==> config.mk <==
export PLATFORM = sky130hd
export DESIGN_NAME = conv_pre_ctrl
export DESIGN_NICKNAME = d
export VERILOG_FILES = /design/src/rtl/conv_pre_ctrl.sv
export SDC_FILE = /design/constraint.sdc
export NUM_CORES = 1
export LEC_CHECK = 0
export BUFFER_PORTS_ARGS = -buffer_cell sky130_fd_sc_hd__buf_2
export CAP_MARGIN = 20
export CORE_UTILIZATION = 52
export CTS_CLUSTER_DIAMETER = 100
export CTS_CLUSTER_SIZE = 24
export DETAILED_ROUTE_END_ITERATION = 10
export HOLD_SLACK_MARGIN = 0.03
export PLACE_DENSITY = 0.76
export SYNTH_ARGS = -nofsm -noshare
export SYNTH_HDL_FRONTEND = slang
export SYNTH_SLANG_ARGS = --single-unit
==> constraint.sdc <==
create_clock -name clk -period 2.7 [get_ports clk]
set_clock_uncertainty 0.1 [all_clocks]
set_input_delay 0.54 -clock clk [delete_from_list [all_inputs] [get_ports clk]]
set_output_delay 0.54 -clock clk [all_outputs]
set_load 0.005 [all_outputs]
==> src/rtl/conv_pre_ctrl.sv <==
// conv_pre_ctrl: frame sequencer in front of the 3x3 DW / PW preprocess block.
// Ports: clk, rst (sync, active-high); start + cfg_width/cfg_height/cfg_pw_mode
//   request a frame; src_valid/src_ready handshake upstream beats; pp_* drive
//   the preprocess block; win_valid marks usable windows; busy/done/cfg_err
//   report status. Optional macro CONV_PRE_CTRL_PERF_CNT_EN adds
//   perf_stall_cnt (RUN cycles with no upstream beat, saturating).
module conv_pre_ctrl #(
    parameter int DIM_WIDTH    = 9,
    parameter int MAX_WIDTH    = 320,
    parameter int DRAIN_CYCLES = 4
) (
    input  logic                 clk,
    input  logic                 rst,
    input  logic                 start,
    input  logic [DIM_WIDTH-1:0] cfg_width,
    input  logic [DIM_WIDTH-1:0] cfg_height,
    input  logic                 cfg_pw_mode,
    input  logic                 src_valid,
    output logic                 src_ready,
    output logic                 pp_valid_in,
    output logic [DIM_WIDTH-1:0] pp_buff_len_ctrl,
    output logic                 pp_buff_len_rst,
    output logic                 pp_pw_mode,
    output logic                 win_valid,
    output logic                 busy,
    output logic                 done,
`ifdef CONV_PRE_CTRL_PERF_CNT_EN
    output logic [31:0]          perf_stall_cnt,
`endif
    output logic                 cfg_err
);

    localparam int DCW = (DRAIN_CYCLES > 1) ? $clog2(DRAIN_CYCLES) : 1;
    localparam logic [DCW-1:0]       DRAIN_LAST = DCW'(DRAIN_CYCLES - 1);
    localparam logic [DIM_WIDTH-1:0] ONE = DIM_WIDTH'(1);
    localparam logic [DIM_WIDTH-1:0] TWO = DIM_WIDTH'(2);

    typedef enum logic [2:0] {
        S_IDLE,
        S_CLEAR,
        S_RUN,
        S_DRAIN,
        S_DONE
    } state_t;

    state_t               r_state;
    state_t               w_next;
    logic [DIM_WIDTH-1:0] r_width;
    logic [DIM_WIDTH-1:0] r_height;
    logic                 r_pw;
    logic [DIM_WIDTH-1:0] r_buff_len;
    logic [DIM_WIDTH-1:0] r_col;
    logic [DIM_WIDTH-1:0] r_row;
    logic [DCW-1:0]       r_drain;
    logic                 r_win_valid;
    logic                 r_cfg_err;

    logic [31:0] w_w32;
    logic [31:0] w_h32;
    logic        w_cfg_legal;
    logic        w_accept;
    logic        w_beat;
    logic        w_col_wrap;
    logic        w_last;

    // Legality uses 32-bit copies so MAX_WIDTH need not fit in DIM_WIDTH.
    assign w_w32 = 32'(cfg_width);
    assign w_h32 = 32'(cfg_height);

    always_comb begin
        w_cfg_legal = 1'b0;
        if (cfg_pw_mode)
            w_cfg_legal = (w_w32 >= 32'd1) && (w_w32 <= 32'(MAX_WIDTH))
                          && (w_h32 >= 32'd1);
        else
            w_cfg_legal = (w_w32 >= 32'd3) && (w_w32 <= 32'(MAX_WIDTH))
                          && (w_h32 >= 32'd3);
    end

    assign w_accept   = (r_state == S_IDLE) && start && w_cfg_legal;
    assign w_beat     = (r_state == S_RUN) && src_valid;
    assign w_col_wrap = (r_col == r_width - ONE);
    assign w_last     = w_col_wrap && (r_row == r_height - ONE);

    always_ff @(posedge clk) begin
        if (rst)
            r_state <= S_IDLE;
        else
            r_state <= w_next;
    end

    always_comb begin
        w_next          = r_state;
        src_ready       = 1'b0;
        pp_buff_len_rst = 1'b0;
        busy            = 1'b1;
        done            = 1'b0;
        unique case (r_state)
            S_IDLE: begin
                busy = 1'b0;
                if (w_accept)
                    w_next = S_CLEAR;
            end
            S_CLEAR: begin
                pp_buff_len_rst = 1'b1;
                w_next          = S_RUN;
            end
            S_RUN: begin
                src_ready = 1'b1;
                if (w_beat && w_last)
                    w_next = S_DRAIN;
            end
            S_DRAIN: begin
                if (r_drain == DRAIN_LAST)
                    w_next = S_DONE;
            end
            S_DONE: begin
                done   = 1'b1;
                w_next = S_IDLE;
            end
            default: begin
                busy   = 1'b0;
                w_next = S_IDLE;
            end
        endcase
    end

    always_ff @(posedge clk) begin
        if (rst) begin
            r_width     <= '0;
            r_height    <= '0;
            r_pw        <= 1'b0;
            r_buff_len  <= '0;
            r_col       <= '0;
            r_row       <= '0;
            r_drain     <= '0;
            r_win_valid <= 1'b0;
            r_cfg_err   <= 1'b0;
        end else begin
            r_cfg_err   <= (r_state == S_IDLE) && start && !w_cfg_legal;
            // Window is judged on the pre-increment position of this beat.
            r_win_valid <= w_beat &&
                           (r_pw || ((r_row >= TWO) && (r_col >= TWO)));
            if (w_accept) begin
                r_width    <= cfg_width;
                r_height   <= cfg_height;
                r_pw       <= cfg_pw_mode;
                r_buff_len <= cfg_pw_mode ? '0 : (cfg_width - TWO);
            end
            if (r_state == S_CLEAR) begin
                r_col <= '0;
                r_row <= '0;
            end else if (w_beat) begin
                if (w_col_wrap) begin
                    r_col <= '0;
                    r_row <= r_row + ONE;
                end else begin
                    r_col <= r_col + ONE;
                end
            end
            if (r_state == S_DRAIN)
                r_drain <= r_drain + DCW'(1);
            else
                r_drain <= '0;
        end
    end

`ifdef CONV_PRE_CTRL_PERF_CNT_EN
    logic [31:0] r_stall_cnt;

    always_ff @(posedge clk) begin
        if (rst || (r_state == S_CLEAR))
            r_stall_cnt <= '0;
        else if ((r_state == S_RUN) && !src_valid && (r_stall_cnt != '1))
            r_stall_cnt <= r_stall_cnt + 32'd1;
    end

    assign perf_stall_cnt = r_stall_cnt;
`endif

    assign pp_valid_in      = w_beat;
    assign pp_buff_len_ctrl = r_buff_len;
    assign pp_pw_mode       = r_pw;
    assign win_valid        = r_win_valid;
    assign cfg_err          = r_cfg_err;

endmodule
=== Word level (Yosys, flattened, before mapping) ===
Cells that the tools add are included.

* Bits in registers: 53
* Input bits: 23
* Output and inout port bits: 17
* Logic and storage cells: 65

* Add/subtract/negate cells: 6
* Magnitude comparators: 7
* Equality and inequality tests: 10
* Mux-type cells: 11
* Bitwise operators: 1
* Reductions and logical operators: 20

{| class="wikitable"
|+ Operators by type and width
! kind !! count
|-
| $ge A9 B2 Y1 const B || 4
|-
| $add A9 B1 Y9 const B || 2
|-
| $eq A9 B9 Y1 || 2
|-
| $ge A9 B1 Y1 const B || 2
|-
| $mux W9 || 2
|-
| $sub A9 B1 Y9 const B || 2
|-
| $logic_and A1 B1 Y1 || 12
|-
| $pmux W3 S4 || 1
|-
| $le A9 B9 Y1 const B || 1
|-
| $mux W3 || 3
|-
| $sub A9 B2 Y9 const B || 1
|-
| $eq A3 B2 Y1 const B || 2
|-
| $mux W1 || 5
|-
| $ne A2 B2 Y1 const B || 2
|-
| $reduce_or A2 Y1 || 2
|-
| $reduce_or A4 Y1 || 1
|-
| $eq A3 B1 Y1 const B || 1
|-
| $eq A3 B3 Y1 const B || 1
|-
| $logic_not A3 Y1 || 1
|-
| $reduce_and A3 Y1 || 1
|-
| $add A2 B1 Y2 const B || 1
|-
| $eq A2 B2 Y1 const B || 1
|-
| $ne A2 B1 Y1 const B || 1
|-
| $reduce_and A2 Y1 || 1
|-
| other kinds (3) || 3
|}

=== Depth between registers and ports, before layout ===
Gate-level depths: netlist of the first run.

* Depth in word-level cells: 7
* Mapped depth: 10
* Depth with buffers taken out: 8

=== Least setup slack after synthesis of the first run ===
Ideal clock, no wire load.

* Path type: input-to-reg
* Start: in cfg_width[1]
* End: reg r_width[5]
* Setup time: 0.128 ns
* Arrival: 2.369 ns
* Data required time: 2.472 ns
* Path slack: 0.103 ns
* Cell stages on the path: 8
* Path buffers: 2
* Cell sequence: or4_4 -> o31a_1 -> o21a_1 -> nor4_1 -> buf_4 -> buf_6 -> mux2i_1 -> nor2_1

* Cells in the longest elaborated chain, start to end: 5
* Elaborated cells between the ends (all ways): 9
* Classes of those cells: order compare (3); mux (1); reduce/logical (5)

{| class="wikitable"
|+ RTL lines
! item !! line !! source
|-
| start: declaration || 15 || <nowiki>input logic [DIM_WIDTH-1:0] cfg_width,</nowiki>
|-
| $ge A9 B2 Y1 (tied with other cells) || 76 || <nowiki>w_cfg_legal = (w_w32 >= 32'd3) && (w_w32 <= 32'(MAX_WIDTH))</nowiki>
|-
| $logic_and A1 B1 Y1, on equally long branches || 76, 73 ||
|-
| $logic_and A1 B1 Y1, on equally long branches || 77, 74 ||
|-
| $mux W1 (*) || 72 || <nowiki>if (cfg_pw_mode)</nowiki>
|-
| $logic_and A1 B1 Y1 (*) || 80 || <nowiki>assign w_accept = (r_state == S_IDLE) && start && w_cfg_legal;</nowiki>
|-
| end signal: assignment || 145 || <nowiki>r_width <= cfg_width;</nowiki>
|-
| end: declaration || 48 || <nowiki>logic [DIM_WIDTH-1:0] r_width;</nowiki>
|}

Mark *: on every way between the ends. The rest lies on a longest branch, timed or not.
A chain may end at the register's enable or synchronous reset.

=== Worst setup path after layout of the first run ===
* Start: reg r_width[0]
* End: reg r_row[8]

* Cells in the longest elaborated chain, start to end: 3

{| class="wikitable"
|+ RTL lines
! item !! line !! source
|-
| $sub A9 B1 Y9 || 82 || <nowiki>assign w_col_wrap = (r_col == r_width - ONE);</nowiki>
|-
| $eq A9 B9 Y1 || 82 ||
|-
| $reduce_and A2 Y1 (no line) || -- ||
|-
| end signal: assignment || 156 || <nowiki>r_row <= r_row + ONE;</nowiki>
|-
| end: declaration || 53 || <nowiki>logic [DIM_WIDTH-1:0] r_row;</nowiki>
|}

No other way between the ends.

==> qor.csv, run 1 <==
metric,value,unit
height of the die,79.8,um
"commonest non-fill, non-tap cell in the layout",dfxtp_1,
Worst Setup Path Type,reg -> reg,
Hold Crit Endpoint,r_drain[0],
final instance area,3590,um^2
"commonest cells after routing, fill and taps aside","53 x dfxtp_1, 51 x nor2_1, 39 x buf_2",
Post-Syn Nets,398,
"Req. time, crit path",2.84,ns
initial core utilization,55.5,%
maximum VDD drop,0.320,mV
Crit Reg-Reg Endpoint,r_row[8],
std cell rows,27,
final critical-path share of the clock period,95.2,%
clk_lat worst skew,0.31,ns
Max-Cap Viols,0,
CTS clock-pin slew for the worst setup and hold paths,0.09,ns
syn_area_per_cell,8.63,um^2
Post-synth EDFFs,0,
leading area contributor after synthesis,dfxtp_1,
GRT overflow,0,
# placed instances,473,
depth of the CTS H-tree,2,
Worst Hold Margin,0.327,ns
area delta synth->final,13.8,%
FF-to-FF path depth,7,
crit end category,register,
worst-margin pin slew,0.566,ns
"Seq/Total Area, Yosys",33.7,%
layout cells sized above 1,19.8,%
Post-Route WL,7.04,mm
"Min Clock Period, post-route",2.57,ns
async set or reset register ratio after synthesis,0,%
Final setup viols,0,
GP Congestion,0.872,
setup TNS,0,ns
PwrDens,471,nW/um^2
Die Width,79.8,um
min-delay src,r_drain[0],
IO Pins,40,
vias in the first global route,2635,
final std cells w/o fill,481,
Mapped Cells,365,
ys flop type,dfxtp_1,
CTS tree,done,
multi-input logic area,1990,um^2
TritonRoute pass-1 iters,5,
leak pwr,1.50,nW
Core Area,5680,um^2
GRT Total Usage,23.3,%
"Max FO, Critical Path",5,
max-slew violation count,0,
die footprint,6370,um^2
Post-DP Area,3470,um^2
CTS Buf Count,5,
cts hold-fix bufs,0,
FF-to-FF Start,r_width[0],
startpoint types,register,
fillers,493,
I/O Buffers,39,
Finished Core Util,63.2,%
final net count,441,
"Data arrival, critical path",2.70,ns
Worst slew margin,62.2,%
n_diodes,0,
Synth area leaders,"dfxtp_1 34%, mux2i_1 10%, xor2_1 6.1%",
max frequency,0.389,GHz
outcome,"finished, final reports clean",
Clock Root Buffer,clkbuf_8,
worst hold path depth,1,
Yosys cell types,58,
Final ANT Viol Nets,0,
drt first-iter violations,135,
# clock sinks,53,
YS warnings,0,
Yosys reg bits,53,
Clock Path Buffers,2,
DP Wirelength,5.33,mm
first-pass GRT wire length,11.8,mm
Sequential cell area,1060,um^2
top cell type's share of synthesized area,33.7,%
initial antenna violation count,0,
Via density,5.69,
vias,2739,
Syn Std Cell Area,3150,um^2
DRC,0,
worst min path class,reg -> reg,
largest net degree at the start of global routing,37,
final count of hold timing violations,0,
DR WL/cell,14.6,um
Reg2Reg Setup Slack,0.13,ns
## stage by stage
stage	setup WS, ns	power (mW)
after floorplan	0.103	1.12
after global placement	-0.0108	1.20
after detailed placement	-0.101	1.21
after CTS	0.0329	1.70
after global routing	-0.00109	1.79
final	0.131	1.69
## synthesized netlist by cell type (all sizes together), types with 8 or more instances
cell type   n
nor2       53
nand4       8
nor4       10
nand2      17
xor2       22
dfxtp      53
clkbuf     14
nand3      14
a21oi      12
nor3       20
xnor2      15
mux2i      32
inv        10
ha         10
## kinds of logic after synthesis
kind of cell / count (synthesis) / synth area share, %
simple gates: 164 / 28.1
flops: 53 / 33.7
compound gates: 39 / 9.10
xor+xnor: 37 / 10.3
mux: 34 / 10.9
buf+inv: 28 / 3.97
fa+ha+maj: 10 / 3.97
## registers in the layout, indices dropped and copies added, names as in the netlist
| register | cells |
|---|---|
| pp_buff_len_ctrl | 9 |
| r_col | 9 |
| r_height | 9 |
| r_row | 9 |
| r_width | 9 |
| r_state | 3 |
| r_drain | 2 |
| cfg_err | 1 |
| pp_pw_mode | 1 |
| win_valid | 1 |
## critical path, cell delays in order, from the launching register on
cell      delay [ns]
dfxtp_1         0.37
or4_4           0.58
or2_4           0.27
o311ai_4        0.38
o211ai_2        0.16
buf_4           0.20
nor3_1          0.24
mux2i_1         0.21
## worst max-delay path by stage
stage,start,to,slack (ns),cells after the start
finish,r_width[0],r_row[8],0.13,7
floorplan,cfg_width[1],r_width[5],0.10,8
global placement,cfg_width[1],r_height[5],-0.01,8
CTS,r_width[0],r_row[3],0.03,8
global route,r_width[0],r_row[6],-0.001,8
detailed placement,cfg_width[1],r_height[1],-0.10,8
## routing by layer
metal	share of wire, %	GRT usage [%]	up-vias
met5	0	0	-
met4	0.71	5.36	0
met3	3.8	4.91	7
met2	50	40.9	59
met1	45	29.0	1292
li1	-	-	1381
## power by group
group	switching (mW)	total (mW)	internal, mW
registers	0.0330	0.842	0.809
clock network	0.254	0.487	0.232
logic	0.191	0.360	0.169
## final cells by class
class	count	area share (%)
Inverter	10	1.05
Sequential cell	53	29.6
Tap cell	72	2.51
Clock buffer	7	2.69
Multi-Input combinational cell	284	55.4
Clock inverter	1	0.140
Timing Repair Buffer	54	8.58
## what timing repair did
item                                    4_1_cts  5_1_grt
endpoints found under the setup margin        0       11
endpoints found under the hold margin         0        0
resized for setup                             0        2
setup buffers                                 0        0
Note: power is estimated with default switching activity, not from simulation.
==> run 2, diff against run 1 <==
- ABC_AREA: unset -> 1
==> run 2 against run 1 <==
  * Register-to-register slack improved by 0.20 ns
  * Final cell count increased by 28%
  * Sequential cell count unchanged
  * Highest routed layer unchanged
==> qor.csv, run 2 <==
metric,value,unit,change
outcome,"finished, final reports clean",,unchanged
Worst slew margin,50.1,%,was 62.2%
fillers,588,,was 493
final count of hold timing violations,0,,unchanged
setup bufs post-CTS,0,,unchanged
"Seq/Total Area, Yosys",33.3,%,was 33.7%
Syn Std Cell Area,3180,um^2,was 3150 um^2
height of the die,80.2,um,was 79.8 um
xor and xnor area share after synthesis,6.88,%,was 10.3%
final critical-path share of the clock period,87.7,%,was 95.2%
clk_lat worst skew,0.31,ns,about the same
Post-Route WL,7.54,mm,was 7.04 mm
RSZ-0062 raised after global routing,no,,
area delta synth->final,11.9,%,was 13.8%
n_diodes,0,,unchanged
std cell rows,28,,was 27
max-slew violation count,0,,unchanged
max frequency,0.422,GHz,was 0.389 GHz
final net count,573,,was 441
Clock Root Buffer,clkbuf_8,,unchanged
Sequential cell area,1060,um^2,unchanged
total power,2.21,mW,was 1.69 mW
ys flop type,dfxtp_1,,unchanged
"Req. time, crit path",2.80,ns,was 2.84 ns
CTS tree,done,,unchanged
TritonRoute pass-1 iters,5,,unchanged
initial antenna violation count,0,,unchanged
GRT overflow,0,,unchanged
PwrDens,620,nW/um^2,was 471 nW/um^2
crit end category,register,,unchanged
CTS Buf Count,5,,unchanged
leading area contributor after synthesis,dfxtp_1,,unchanged
GP Congestion,0.845,,was 0.872
depth of the CTS H-tree,2,,unchanged
Yosys cell types,30,,was 58
# clock sinks,53,,unchanged
setup slack after layout,0.331,ns,was 0.131 ns
Worst Setup Path Type,reg -> reg,,unchanged
maximum VDD drop,0.370,mV,was 0.320 mV
"Min Clock Period, post-route",2.37,ns,was 2.57 ns
pre-CTS setup slack,0.311,ns,was -0.101 ns
worst min path class,reg -> reg,,unchanged
Yosys reg bits,53,,unchanged
Post-synth top cells,"130 x nand2_1, 68 x inv_1, 62 x nor2_1",,"was 53 x dfxtp_1, 51 x nor2_1, 32 x mux2i_1"
"Max FO, Critical Path",7,,was 5
async set or reset register ratio after synthesis,0,%,unchanged
largest net degree at the start of global routing,19,,was 37
top-count cell post-synth,nand2_1,,was dfxtp_1
Max-Cap Viols,0,,unchanged
Core Area,5920,um^2,was 5680 um^2
Final setup viols,0,,unchanged
mux share of post-synthesis cell area,0,%,was 10.9%
YS warnings,0,,unchanged
cts hold-fix bufs,0,,unchanged
"commonest cells after routing, fill and taps aside","130 x nand2_1, 68 x inv_1, 62 x nor2_1",,"was 53 x dfxtp_1, 51 x nor2_1, 39 x buf_2"
initial core utilization,53.8,%,was 55.5%
Worst Hold Margin,0.339,ns,was 0.327 ns
Post-Syn Nets,531,,was 398
Synth Area in Simple Gates,34.9,%,was 28.1%
post-synthesis adder-cell area fraction,3.93,%,was 3.97%
multi-input logic area,1810,um^2,was 1990 um^2
combinational family with the most area after synthesis,simple AND/OR/NAND/NOR gates,,unchanged
Synth area leaders,"dfxtp_1 33%, nand2_1 15%, inv_1 8.0%",,"was dfxtp_1 34%, mux2i_1 10%, xor2_1 6.1%"
Clock Path Buffers,2,,unchanged
DP Wirelength,5.91,mm,was 5.33 mm
syn_area_per_cell,6.39,um^2,was 8.63 um^2
vias in the first global route,2859,,"was 2,635"
"commonest non-fill, non-tap cell in the layout",nand2_1,,was dfxtp_1
Via density,5.18,,was 5.69
Finished Core Util,60.1,%,was 63.2%
"Data arrival, critical path",2.47,ns,was 2.70 ns
startpoint types,register,,unchanged
top cell type's share of synthesized area,33.3,%,was 33.7%
Die Width,80.2,um,was 79.8 um
I/O Buffers,39,,unchanged
DR WL/cell,12.2,um,was 14.6 um
GRT Total Usage,25.6,%,was 23.3%
setup TNS,0,ns,unchanged
post-synthesis compound-gate area fraction,11.1,%,was 9.09%
Post-synth EDFFs,0,,unchanged
first-pass GRT wire length,12.9,mm,was 11.8 mm
worst-margin pin slew,0.742,ns,was 0.566 ns
DRC,0,,unchanged
Mapped Cells,498,,was 365
Final ANT Viol Nets,0,,unchanged
CTS clock-pin slew for the worst setup and hold paths,0.10,ns,was 0.09 ns
leak pwr,1.69,nW,was 1.50 nW
die footprint,6440,um^2,was 6370 um^2
drt first-iter violations,165,,was 135
IO Pins,40,,unchanged
CTS-repair resized insts,0,,unchanged
vias,3188,,"was 2,739"
layout cells sized above 1,11.8,%,was 19.8%
-- run 2: cell types whose count changed after synthesis, sizes merged, moves of 8 or more --
cell,delta
o21ai,+18
a21oi,+31
nor2,+14
xnor2,-8
clkbuf,-9
nand3,+18
nand2,+115
mux2i,-32
inv,+61
-- run 2: worst max-delay path: stages (launching register included) --
cell     delay [ns]
dfxtp_1        0.40
inv_2          0.07
ha_1           0.32
nand2_1        0.08
inv_1          0.03
nor2_1         0.09
nand2_1        0.07
nor2_1         0.09
nand2_1        0.06
nor2_1         0.09
nand3_1        0.08
nor2_2         0.24
buf_4          0.21
nand2_4        0.05
o21ai_0        0.19
a21oi_1        0.08
-- run 2: worst paths after layout --
| path | startpoint | end | slack, ns | cells after the start |
|---|---|---|---|---|
| worst max-delay path | r_width[0] | r_row[5] | 0.33 | 15 |
| worst min-delay path | r_drain[0] | r_drain[0] | 0.34 | 1 |
| worst max register to register | r_width[0] | r_row[5] | 0.33 | 15 |
| worst min register to register | r_drain[0] | r_drain[0] | 0.34 | 1 |
-- run 2: cell type report --
cell class	instances	share of cell area (%)
Multi-Input combinational cell	364	50.7
Sequential cell	53	29.8
Inverter	73	7.70
Timing Repair Buffer	43	6.32
Tap cell	75	2.64
Clock buffer	6	2.32
Clock inverter	2	0.492
-- run 2: stage by stage --
step                instances  cell area (um^2)
floorplan                 498              3180
detailed placement        608              3460
finish                    616              3560
global route              616              3560
global placement          608              3460
CTS                       616              3560
-- run 2: routing by layer --
layer  vias up  track usage [%]  wire [um]
met5         -                0          0
met4         0             4.82         43
met3         4             4.09        421
met2        93             43.8       3480
met1      1434             33.8       3590
li1       1657                -          -
-- run 2: power by group --
group / total, mW / internal, mW / switching [mW]
clock: 0.494 / 0.214 / 0.280
combinational: 0.798 / 0.286 / 0.512
sequential: 0.916 / 0.852 / 0.0639
total: 2.21 / 1.35 / 0.856
-- run 2: cell families after synthesis --
kind of cell | after synthesis
compound gates | 69
simple gates | 260
buf+inv | 81
xor+xnor | 25
flops | 53
fa+ha+maj | 10
